### config.mk
export PLATFORM = sky130hd
export DESIGN_NAME = simd_exec_ctrl
export DESIGN_NICKNAME = d
export VERILOG_FILES = /design/src/rtl/simd_exec_ctrl.sv
export SDC_FILE = /design/constraint.sdc
export NUM_CORES = 1
export LEC_CHECK = 0
export BUFFER_PORTS_ARGS = -buffer_cell sky130_fd_sc_hd__buf_2
export CAP_MARGIN = 20
export CORE_MARGIN = 2
export CORE_UTILIZATION = 40
export CTS_BUF_LIST = sky130_fd_sc_hd__clkbuf_8
export DETAILED_ROUTE_END_ITERATION = 10
export HOLD_SLACK_MARGIN = 0.15
export PLACE_DENSITY = 0.75
export SYNTH_ARGS = -nofsm -noshare
export SYNTH_HDL_FRONTEND = slang
export SYNTH_SLANG_ARGS = --single-unit
### constraint.sdc
create_clock -name clk -period 4.7 [get_ports clk]
set_input_delay 0.235 -clock clk [delete_from_list [all_inputs] [get_ports clk]]
set_output_delay 0.235 -clock clk [all_outputs]
set_load 0.1 [all_outputs]
### src/rtl/simd_exec_ctrl.sv
// Sequencer for the multi-cycle SIMD vector unit in Execute: load, compute steps, done pulse.
// Optional RUN-cycle counter on SimdCycles is enabled by defining SIMD_CYCLE_CNT_EN.
module simd_exec_ctrl #(
    parameter int unsigned LAT_ADD = 2,
    parameter int unsigned LAT_MUL = 4
) (
    input  logic        clk,
    input  logic        reset,
    input  logic        SimdStartE,
    input  logic [1:0]  SimdOpE,
    input  logic        FlushE,
    output logic        SimdBusyE,
    output logic        SimdLoadE,
    output logic        SimdStepE,
    output logic        SimdDoneE,
    output logic [1:0]  SimdOpLatE,
    output logic [31:0] SimdCycles
);

    localparam int unsigned CntW = (LAT_MUL > 1) ? $clog2(LAT_MUL) : 1;
    localparam logic [CntW-1:0] AddCnt = CntW'(LAT_ADD - 1);
    localparam logic [CntW-1:0] MulCnt = CntW'(LAT_MUL - 1);

    typedef enum logic [1:0] {StIdle, StLoad, StRun, StDone} state_e;

    state_e          stateQ;
    logic [CntW-1:0] cntQ;
    logic [1:0]      opLatQ;
    logic            busyQ;
    logic            loadQ;
    logic            stepQ;
    logic            doneQ;
    logic            accept;

    assign accept = (stateQ == StIdle) && SimdStartE && !FlushE;

    always_ff @(posedge clk or posedge reset) begin
        if (reset) begin
            stateQ <= StIdle;
            cntQ   <= '0;
            opLatQ <= 2'b00;
            busyQ  <= 1'b0;
            loadQ  <= 1'b0;
            stepQ  <= 1'b0;
            doneQ  <= 1'b0;
        end else begin
            unique case (stateQ)
                StIdle: begin
                    if (accept) begin
                        stateQ <= StLoad;
                        opLatQ <= SimdOpE;
                        cntQ   <= SimdOpE[1] ? MulCnt : AddCnt;
                        busyQ  <= 1'b1;
                        loadQ  <= 1'b1;
                    end
                end
                StLoad: begin
                    loadQ <= 1'b0;
                    if (FlushE) begin
                        stateQ <= StIdle;
                        busyQ  <= 1'b0;
                    end else begin
                        stateQ <= StRun;
                        stepQ  <= 1'b1;
                    end
                end
                StRun: begin
                    if (FlushE) begin
                        stateQ <= StIdle;
                        busyQ  <= 1'b0;
                        stepQ  <= 1'b0;
                    end else if (cntQ == '0) begin
                        stateQ <= StDone;
                        busyQ  <= 1'b0;
                        stepQ  <= 1'b0;
                        doneQ  <= 1'b1;
                    end else begin
                        cntQ <= cntQ - 1'b1;
                    end
                end
                StDone: begin
                    // Flush here is the hazard unit's concern; done is still reported.
                    stateQ <= StIdle;
                    doneQ  <= 1'b0;
                end
                default: stateQ <= StIdle;
            endcase
        end
    end

    // The accept cycle stalls combinationally; gated by reset so outputs drop immediately.
    assign SimdBusyE  = busyQ || (accept && !reset);
    assign SimdLoadE  = loadQ;
    assign SimdStepE  = stepQ;
    assign SimdDoneE  = doneQ;
    assign SimdOpLatE = opLatQ;

`ifdef SIMD_CYCLE_CNT_EN
    logic [31:0] cyclesQ;

    always_ff @(posedge clk or posedge reset) begin
        if (reset) begin
            cyclesQ <= 32'd0;
        end else if (stepQ && (cyclesQ != 32'hFFFF_FFFF)) begin
            cyclesQ <= cyclesQ + 32'd1;
        end
    end

    assign SimdCycles = cyclesQ;
`else
    assign SimdCycles = 32'd0;
`endif

endmodule

==> summary.md, run 1 <==
| Metric | Value |
|---|---|
| Status | `finished, final reports clean` |
| Pre-CTS setup slack | `2.80 ns` |
| I/O pins | `44` |
| Maximum root-to-sink buffer count | `2` |
| Hold buffers post-CTS | `1` |
| Number of H-tree levels | `1` |
| Final worst-path cycle share | `0.461` |
| DIE HEIGHT | `50.9 µm` |
| Initial DRC count | `10` |
| CTS Sinks | `10` |
| Syn_area_per_cell | `9.67 µm²` |
| Total congestion overflow | `0` |
| Vias per cell | `4.15` |
| Compound-Gate Fraction of Synth Area | `0.111` |
| Critical Path End Type | `output pin` |
| Path depth of the worst reg2reg path | `5` |
| Max-Cap Viols | `0` |
| WHS Path Cells | `2` |
| Pin count of the biggest net entering global routing | `11` |
| Yosys synthesis warning count | `0` |
| Clock Skew | `0.000499 ns` |
| Total GRT Usage | `0.111` |
| Fin crit period | `2.17 ns` |
| Remaining antenna violation count | `0` |
| GRT met2 Usage | `0.184` |
| Seq/Total Area, Yosys | `0.284` |
| CTS tree | `built` |
| Total CTS buffers | `3` |
| DRC | `0` |
| Synthesis-stage register bit count | `10` |
| Crit start category | `flop` |
| Post-route setup TNS | `0 ns` |
| Post-CTS Setup Repair Bufs | `0` |
| Hold Violations, Final | `0` |
| Met1 Use GR | `0.135` |
| M3 GR Usage | `0.0263` |
| Post-synthesis simple-gate area fraction | `0.0725` |
| # port buffers | `11` |
| Area Overhead vs Synth | `-0.427%` |
| Worst-path maximum fanout | `7` |
| Worst hold path class | `in -> reg` |
| Finished layout cell area | `876 µm²` |
| Final Max Tran Viols | `0` |
| Final setup violation count | `0` |
| Clk pin slew, worst setup/hold paths | `0.05 ns` |
| Post-synthesis mux area share | `0.0882` |
| Die area | `2590 µm²` |
| DR pass1 iterations | `4` |
| Required @ worst endpoint | `4.47 ns` |
| Post-synthesis instance area | `880 µm²` |
| Total wire length | `1.34 mm` |
| Vias | `539` |
| Initial Util | `0.435` |
| Core box area | `2020 µm²` |
| Die extent in x | `50.9 µm` |
| Fmax | `462 MHz` |
| Cells after Synth | `91` |
| GP Congestion | `0.853` |
| Total Nets Final | `116` |
| Crit path kind | `reg -> out` |
| Synth Area in XOR/XNOR | `0` |
| Diode count | `0` |
| PostCTS Resize Cnt | `0` |
| RSZ-0062 raised after global routing | `false` |
| DP Area | `811 µm²` |
| Netlist cell types | `25` |
| Post-Synth Adder-Cell Area | `0.0853` |
| Initial antenna violation count | `0` |
| GRT Max-Usage Layer | `met2` |
| Worst Path Arrival | `1.93 ns` |
| WL per Instance | `10.3 µm` |
| Root Driver | `clkbuf_8` |
| Clock Latency Late Sink | `0.24 ns` |
| Hpwl dp | `1.02 mm` |
| Fraction of layout cells with a size suffix above 1 | `0.223` |
| Largest family of logic cells by synthesized area | `buffers and inverters` |
| Rows | `16` |
| Final setup margin | `2.53 ns` |
| First-pass GRT wire length | `2.12 mm` |
| Vias in the first global route | `483` |
==> final timing paths <==
| kind | startpoint | end | slack [ns] |
|---|---|---|---|
| max | stateQ[0] | SimdBusyE | 2.53 |
| max reg2reg | stateQ[0] | cntQ[0] | 2.98 |
| min | SimdOpE[0] | SimdOpLatE[0] | 0.23 |
| min reg2reg | SimdOpLatE[1] | SimdOpLatE[1] | 0.51 |
| min in group asynchronous | reset | busyQ | 0.52 |
| max in group asynchronous | reset | cntQ[0] | 3.90 |
==> cells by family after synthesis <==
logic type | after synthesis
buf+inv | 45
compound gates | 13
flops | 10
simple gates | 9
mux | 7
fa+ha+maj | 6
other cells | 1
==> cell usage in the layout, fill, tap and decap left out, drive strengths merged <==
master       instances
ha                   6
a2111oi              1
mux2i                4
o32ai                1
mux2                 3
and2b                2
buf                 11
nor2                 2
o22a                 1
clkbuf               4
inv                 10
nor2b                1
conb                32
dlygate4sd3          1
nand2b               1
nand3b               1
nand2                1
a21oi                4
dfrtp               10
nor3b                1
o22ai                1
a211o                1
a32o                 1
o2bb2ai              1
o21ai                2
==> metal layers <==
| layer | share of wire | wire (µm) | up-vias |
|---|---|---|---|
| met5 | 0 | 0 | - |
| met4 | 0.020 | 27 | 0 |
| met3 | 0.096 | 129 | 5 |
| met2 | 0.46 | 614 | 46 |
| met1 | 0.42 | 569 | 235 |
| li1 | - | - | 253 |
==> stage by stage <==
| step | hold WS [ns] | util | std cells |
|---|---|---|---|
| floorplan | 0.0752 | - | 122 |
| global placement | 0.233 | 0.401 | 125 |
| detailed placement | 0.233 | 0.401 | 125 |
| CTS | 0.230 | 0.433 | 130 |
| global route | 0.251 | 0.433 | 130 |
| finish | 0.225 | 0.433 | 130 |
==> synth_stat cells <==
library cell,number,share of area
a2111oi_2,1,0.017
a211o_2,1,0.011
a21oi_1,4,0.023
a32o_1,1,0.011
and2b_2,2,0.020
buf_4,32,0.27
buf_6,3,0.038
conb_1,1,0.0043
dfrtp_1,10,0.28
ha_1,6,0.085
inv_1,10,0.043
mux2_2,2,0.026
mux2_4,1,0.017
mux2i_1,4,0.046
nand2_1,1,0.0043
nand2b_4,1,0.016
nand3b_1,1,0.0085
nor2_1,2,0.0085
nor2b_1,1,0.0071
nor3b_1,1,0.0085
o21ai_0,2,0.011
o22a_1,1,0.010
o22ai_1,1,0.0071
o2bb2ai_1,1,0.010
o32ai_1,1,0.010
==> final cells by class <==
| cell class | instances | area (µm²) |
|---|---|---|
| Clock buffer | 4 | 55.1 |
| Tap cell | 27 | 33.8 |
| Timing Repair Buffer | 12 | 65.1 |
| Inverter | 10 | 37.5 |
| Fill cell | 197 | 1150 |
| Multi-Input combinational cell | 67 | 434 |
| Sequential cell | 10 | 250 |
==> worst max-delay path: stages (launching register included) <==
cell and delay [ns]:
dfrtp_1 0.43, inv_1 0.11, ha_1 0.32, nand3b_1 0.21
o21ai_0 0.18, buf_2 0.44
==> state kept, by name (all words and copies together), names as in the netlist <==
name        flops
SimdDoneE       1
SimdOpLatE      2
stateQ          2
SimdLoadE       1
cntQ            2
SimdStepE       1
busyQ           1
Power of run 1 is not shown: default switching activity piles up to over one toggle a cycle in this logic, so the estimate is an artifact.
==> run 2: changes to the inputs <==
PLACE_DENSITY = 0.78   (was 0.75)
clock period = 1.9 ns   (was 4.7 ns; I/O delays follow)
==> summary.md, run 2 (same netlist as run 1, synthesis figures left out) <==
| Metric | Value |
|---|---|
| Flop2flop setup slack | `0.20 ns (-2.78 ns)` |
| Initial Util | `0.435 (unchanged)` |
| Commonest cells after routing, fill and taps aside | `conb_1, dfrtp_1, inv_1, buf_2, ha_1` |
| Vias per cell | `4.11 (-0.78%)` |
| Max-Cap Viols | `0 (unchanged)` |
| Initial antenna violation count | `0 (unchanged)` |
| Crit path kind | `reg -> out` |
| Vias in the first global route | `463 (-4.1%)` |
| Total GRT Usage | `0.105 (-0.00555)` |
| Die area | `2590 µm² (unchanged)` |
| DR pass1 iterations | `4 (unchanged)` |
| Final Max Tran Viols | `0 (unchanged)` |
| Diode count | `0 (unchanged)` |
| Core Util, Final | `0.454 (+0.0204)` |
| RSZ-0062 raised after global routing | `false` |
| Clock Skew | `0.00227 ns (+0.00177 ns)` |
| Core box area | `2020 µm² (unchanged)` |
| DP Area | `830 µm² (+2.3%)` |
| Area Overhead vs Synth | `4.27%` |
| Remaining antenna violation count | `0 (unchanged)` |
| # port buffers | `11 (unchanged)` |
| Fmax | `558 MHz` |
| Pin count of the biggest net entering global routing | `11 (unchanged)` |
| Number of H-tree levels | `1 (unchanged)` |
| Cell Chain, Critical Path | `inv_1 > ha_2 > nand3b_1 > o21ai_2 > buf_12` |
| Post-route setup TNS | `0 ns (unchanged)` |
| Maximum root-to-sink buffer count | `2 (unchanged)` |
| Clock Latency Late Sink | `0.24 ns (about the same)` |
| Fill count | `204 (+3.6%)` |
| GP Congestion | `0.754 (-12%)` |
| Initial DRC count | `13 (+3)` |
| DIE HEIGHT | `50.9 µm (unchanged)` |
| Post-CTS Setup Repair Bufs | `0 (unchanged)` |
| Area occupied by multi-input gates | `440 µm² (+1.4%)` |
| Hpwl dp | `987 µm (-3.4%)` |
| Final setup violation count | `0 (unchanged)` |
| CTS tree | `built` |
| Crit start category | `flop` |
| Worst Path Arrival | `1.70 ns (-0.23 ns)` |
| Required @ worst endpoint | `1.80 ns (-2.67 ns)` |
| Most common cell after layout, fill and taps aside | `conb_1` |
| Total congestion overflow | `0 (unchanged)` |
| First-pass GRT wire length | `2.03 mm (-4.2%)` |
| Total CTS buffers | `3 (unchanged)` |
| Post-placement cell count | `125 (unchanged)` |
| Die extent in x | `50.9 µm (unchanged)` |
| Total Nets Final | `118 (+1.7%)` |
| I/O pins | `44 (unchanged)` |
| Vias | `543 (+0.74%)` |
| Register area | `250 µm² (unchanged)` |
| Worst-path maximum fanout | `7 (unchanged)` |
| DRC | `0 (unchanged)` |
| Rows | `16 (unchanged)` |
| Hold Violations, Final | `0 (unchanged)` |
| CP max-delay cell | `dfrtp_1` |
| Status | `finished, final reports clean` |
| WL per Instance | `9.27 µm (-10%)` |
| Worst hold path class | `in -> reg` |
| Total wire length | `1.22 mm (-8.7%)` |
| Clk pin slew, worst setup/hold paths | `0.05 ns (about the same)` |
| Worst path bufs/invs | `2 (unchanged)` |
| Final worst-path cycle share | `0.944` |
| Fraction of layout cells with a size suffix above 1 | `0.238 (+0.0148)` |
| Delay-heaviest family, CP | `flip-flops` |
| CTS Sinks | `10 (unchanged)` |
| Critical Path End Type | `output pin` |
| Max incr delay on CP | `0.42 ns (-0.02 ns)` |
| Root Driver | `clkbuf_8` |
| Finished Layout Cells | `132 (+1.5%)` |
| Finished layout cell area | `917 µm² (+4.7%)` |
| Fin crit period | `1.79 ns` |
==> run 2: through the flow <==
step | hold slack, ns | setup slack (ns)
floorplan | -0.0648 | 0.0590
global placement | 0.109 | 0.261
detailed placement | 0.112 | 0.212
CTS | 0.166 | 0.00707
global route | 0.195 | 0.00536
finish | 0.172 | 0.107
==> run 2: path summary, 6_finish.rpt <==
check                               from       endpoint  cells after the start
max                            stateQ[0]      SimdBusyE                      5
min                               FlushE      stateQ[1]                      2
max reg2reg                    stateQ[0]        cntQ[0]                      5
min reg2reg                SimdOpLatE[0]  SimdOpLatE[0]                      1
max in group asynchronous          reset      stateQ[1]                      3
min in group asynchronous          reset      stateQ[0]                      3
==> run 2: layer usage <==
layer  GRT usage  routed length (µm)  share of wire
met1       0.131                 554           0.45
met4      0.0405                  14          0.011
met2       0.171                 541           0.44
met3      0.0322                 113          0.092
met5           0                   0              0
==> run 2: area by class of cell <==
class / instances / share of cell area
Sequential cell: 10 / 0.273
Multi-Input combinational cell: 67 / 0.480
Inverter: 10 / 0.0409
Tap cell: 27 / 0.0368
Timing Repair Buffer: 14 / 0.109
Clock buffer: 4 / 0.0600
==> run 2: what timing repair did <==
item / CTS / global route
endpoints found under the setup margin: 0 / 1
endpoints found under the hold margin: 12 / 0
gates resized for setup: 0 / 1
hold buffers: 3 / 0
==> run 2: worst register-to-register path, stage by stage, from the launching register on <==
cell and delay, ns:
dfrtp_1 0.42, inv_1 0.11, ha_1 0.32, mux2i_1 0.12, a211o_2 0.31, mux2_4 0.30
Power of run 2 is left out for the same reason.
==> run 3: changes to the inputs <==
PLACE_DENSITY = 0.75   (was 0.78)
clock period = 1.95 ns   (was 1.9 ns; I/O delays follow)
==> summary.md, run 3 (same netlist as run 1, synthesis figures left out) <==
| Metric | Value |
|---|---|
| FF-to-FF Start | `stateQ[0]` |
| Worst hold path class | `in -> reg` |
| Vias in the first global route | `493 (+6.5%)` |
| Number of H-tree levels | `1 (unchanged)` |
| Min-delay src | `FlushE` |
| Clock Latency Late Sink | `0.24 ns (about the same)` |
| Post-CTS Setup Repair Bufs | `0 (unchanged)` |
| # port buffers | `11 (unchanged)` |
| Max incr delay on CP | `0.43 ns (about the same)` |
| Fmax | `566 MHz` |
| Core box area | `2020 µm² (unchanged)` |
| Worst path bufs/invs | `2 (unchanged)` |
| Flop2flop setup slack | `0.25 ns (+0.05 ns)` |
| WHS Path Cells | `2 (unchanged)` |
| Initial DRC count | `4 (-9)` |
| Vias | `549 (+1.1%)` |
| Post-route setup TNS | `0 ns (unchanged)` |
| Clk pin slew, worst setup/hold paths | `0.05 ns (about the same)` |
| Cell Chain, Critical Path | `inv_1 > ha_2 > nand3b_1 > o21ai_2 > buf_12` |
| Hold EP | `stateQ[1]` |
| RR Endpoint | `cntQ[0]` |
| CP max-delay cell | `dfrtp_1` |
| Crit start category | `flop` |
| Required @ worst endpoint | `1.85 ns (+0.05 ns)` |
| Crit path kind | `reg -> out` |
| Area Overhead vs Synth | `4.27% (unchanged)` |
| Worst Path Arrival | `1.67 ns (-0.03 ns)` |
| Core Util, Final | `0.454 (unchanged)` |
| Hold Violations, Final | `0 (unchanged)` |
| Critical Path End Type | `output pin` |
| DRC | `0 (unchanged)` |
| Total Nets Final | `118 (unchanged)` |
| Maximum root-to-sink buffer count | `2 (unchanged)` |
| Fraction of layout cells with a size suffix above 1 | `0.238 (unchanged)` |
| Clock Skew | `0.00154 ns (-0.000731 ns)` |
| I/O pins | `44 (unchanged)` |
| Most common cell after layout, fill and taps aside | `conb_1` |
| Final Max Tran Viols | `0 (unchanged)` |
| GP Congestion | `0.783 (+3.8%)` |
| Vias per cell | `4.16 (+1.1%)` |
| Final worst-path cycle share | `0.905` |
| Path depth of the worst reg2reg path | `5 (unchanged)` |
| Rows | `16 (unchanged)` |
| Die extent in x | `50.9 µm (unchanged)` |
| Root Driver | `clkbuf_8` |
| DP Area | `830 µm² (unchanged)` |
| Initial Util | `0.435 (unchanged)` |
| First-pass GRT wire length | `2.26 mm (+12%)` |
| CTS Sinks | `10 (unchanged)` |
| Final setup violation count | `0 (unchanged)` |
| Total GRT Usage | `0.121 (+0.0152)` |
| Delay-heaviest family, CP | `flip-flops` |
| Max-Cap Viols | `0 (unchanged)` |
| Total CTS buffers | `3 (unchanged)` |
| RSZ-0062 raised after global routing | `false` |
| Fin crit period | `1.77 ns` |
| Worst-path maximum fanout | `7 (unchanged)` |
| Die area | `2590 µm² (unchanged)` |
| CTS tree | `built` |
| Initial antenna violation count | `0 (unchanged)` |
| DR pass1 iterations | `4 (unchanged)` |
| Diode count | `0 (unchanged)` |
| Hpwl dp | `1.04 mm (+5.0%)` |
| Total wire length | `1.33 mm (+8.6%)` |
| Pin count of the biggest net entering global routing | `11 (unchanged)` |
| DIE HEIGHT | `50.9 µm (unchanged)` |
| Remaining antenna violation count | `0 (unchanged)` |
| Total congestion overflow | `0 (unchanged)` |
| Finished layout cell area | `917 µm² (unchanged)` |
| WL per Instance | `10.1 µm (+8.6%)` |
| Status | `finished, final reports clean` |
| Commonest cells after routing, fill and taps aside | `conb_1, dfrtp_1, inv_1, buf_2, ha_1` |
## run 3: repair_timing
item | CTS | global route
hold buffers | 3 | 0
endpoints found under the hold margin | 12 | 0
gates resized for setup | 0 | 1
endpoints found under the setup margin | 0 | 1
## run 3: worst max-delay path by stage
stage                endpoint  depth (start not counted)  slack (ns)      start
global placement      cntQ[0]                          5        0.30  stateQ[1]
CTS                 SimdBusyE                          5        0.09  stateQ[0]
floorplan           SimdBusyE                          5        0.11  stateQ[0]
detailed placement    cntQ[0]                          5        0.26  stateQ[0]
finish              SimdBusyE                          5        0.18  stateQ[0]
global route        SimdBusyE                          5        0.04  stateQ[0]
## run 3: through the flow
stage               setup slack (ns)  hold slack (ns)  instances
detailed placement             0.257            0.108        125
global route                  0.0354            0.202        132
global placement               0.304            0.100        125
floorplan                      0.107          -0.0623        122
finish                         0.184            0.167        132
CTS                           0.0883            0.171        132
## run 3: area by class of cell
type                            count  area (µm²)
Sequential cell                    10         250
Timing Repair Buffer               14         100
Inverter                           10        37.5
Tap cell                           27        33.8
Fill cell                         197        1100
Multi-Input combinational cell     67         440
Clock buffer                        4        55.1
## run 3: per-layer routing
| metal | global-route usage | vias to the layer above | wire [µm] |
|---|---|---|---|
| met5 | 0 | - | 0 |
| met2 | 0.182 | 41 | 574 |
| met1 | 0.156 | 245 | 579 |
| met3 | 0.0234 | 5 | 136 |
| li1 | - | 258 | - |
| met4 | 0.0811 | 0 | 39 |
## run 3: worst register-to-register path, delay by kind of cell, from the launching register on
family,cells,cell delay (ns)
AOI/OAI and AO/OA,1,0.31
muxes,2,0.43
buffers and inverters,1,0.11
DFF,1,0.43
adders and majority gates,1,0.31
Power of run 3 is left out for the same reason.
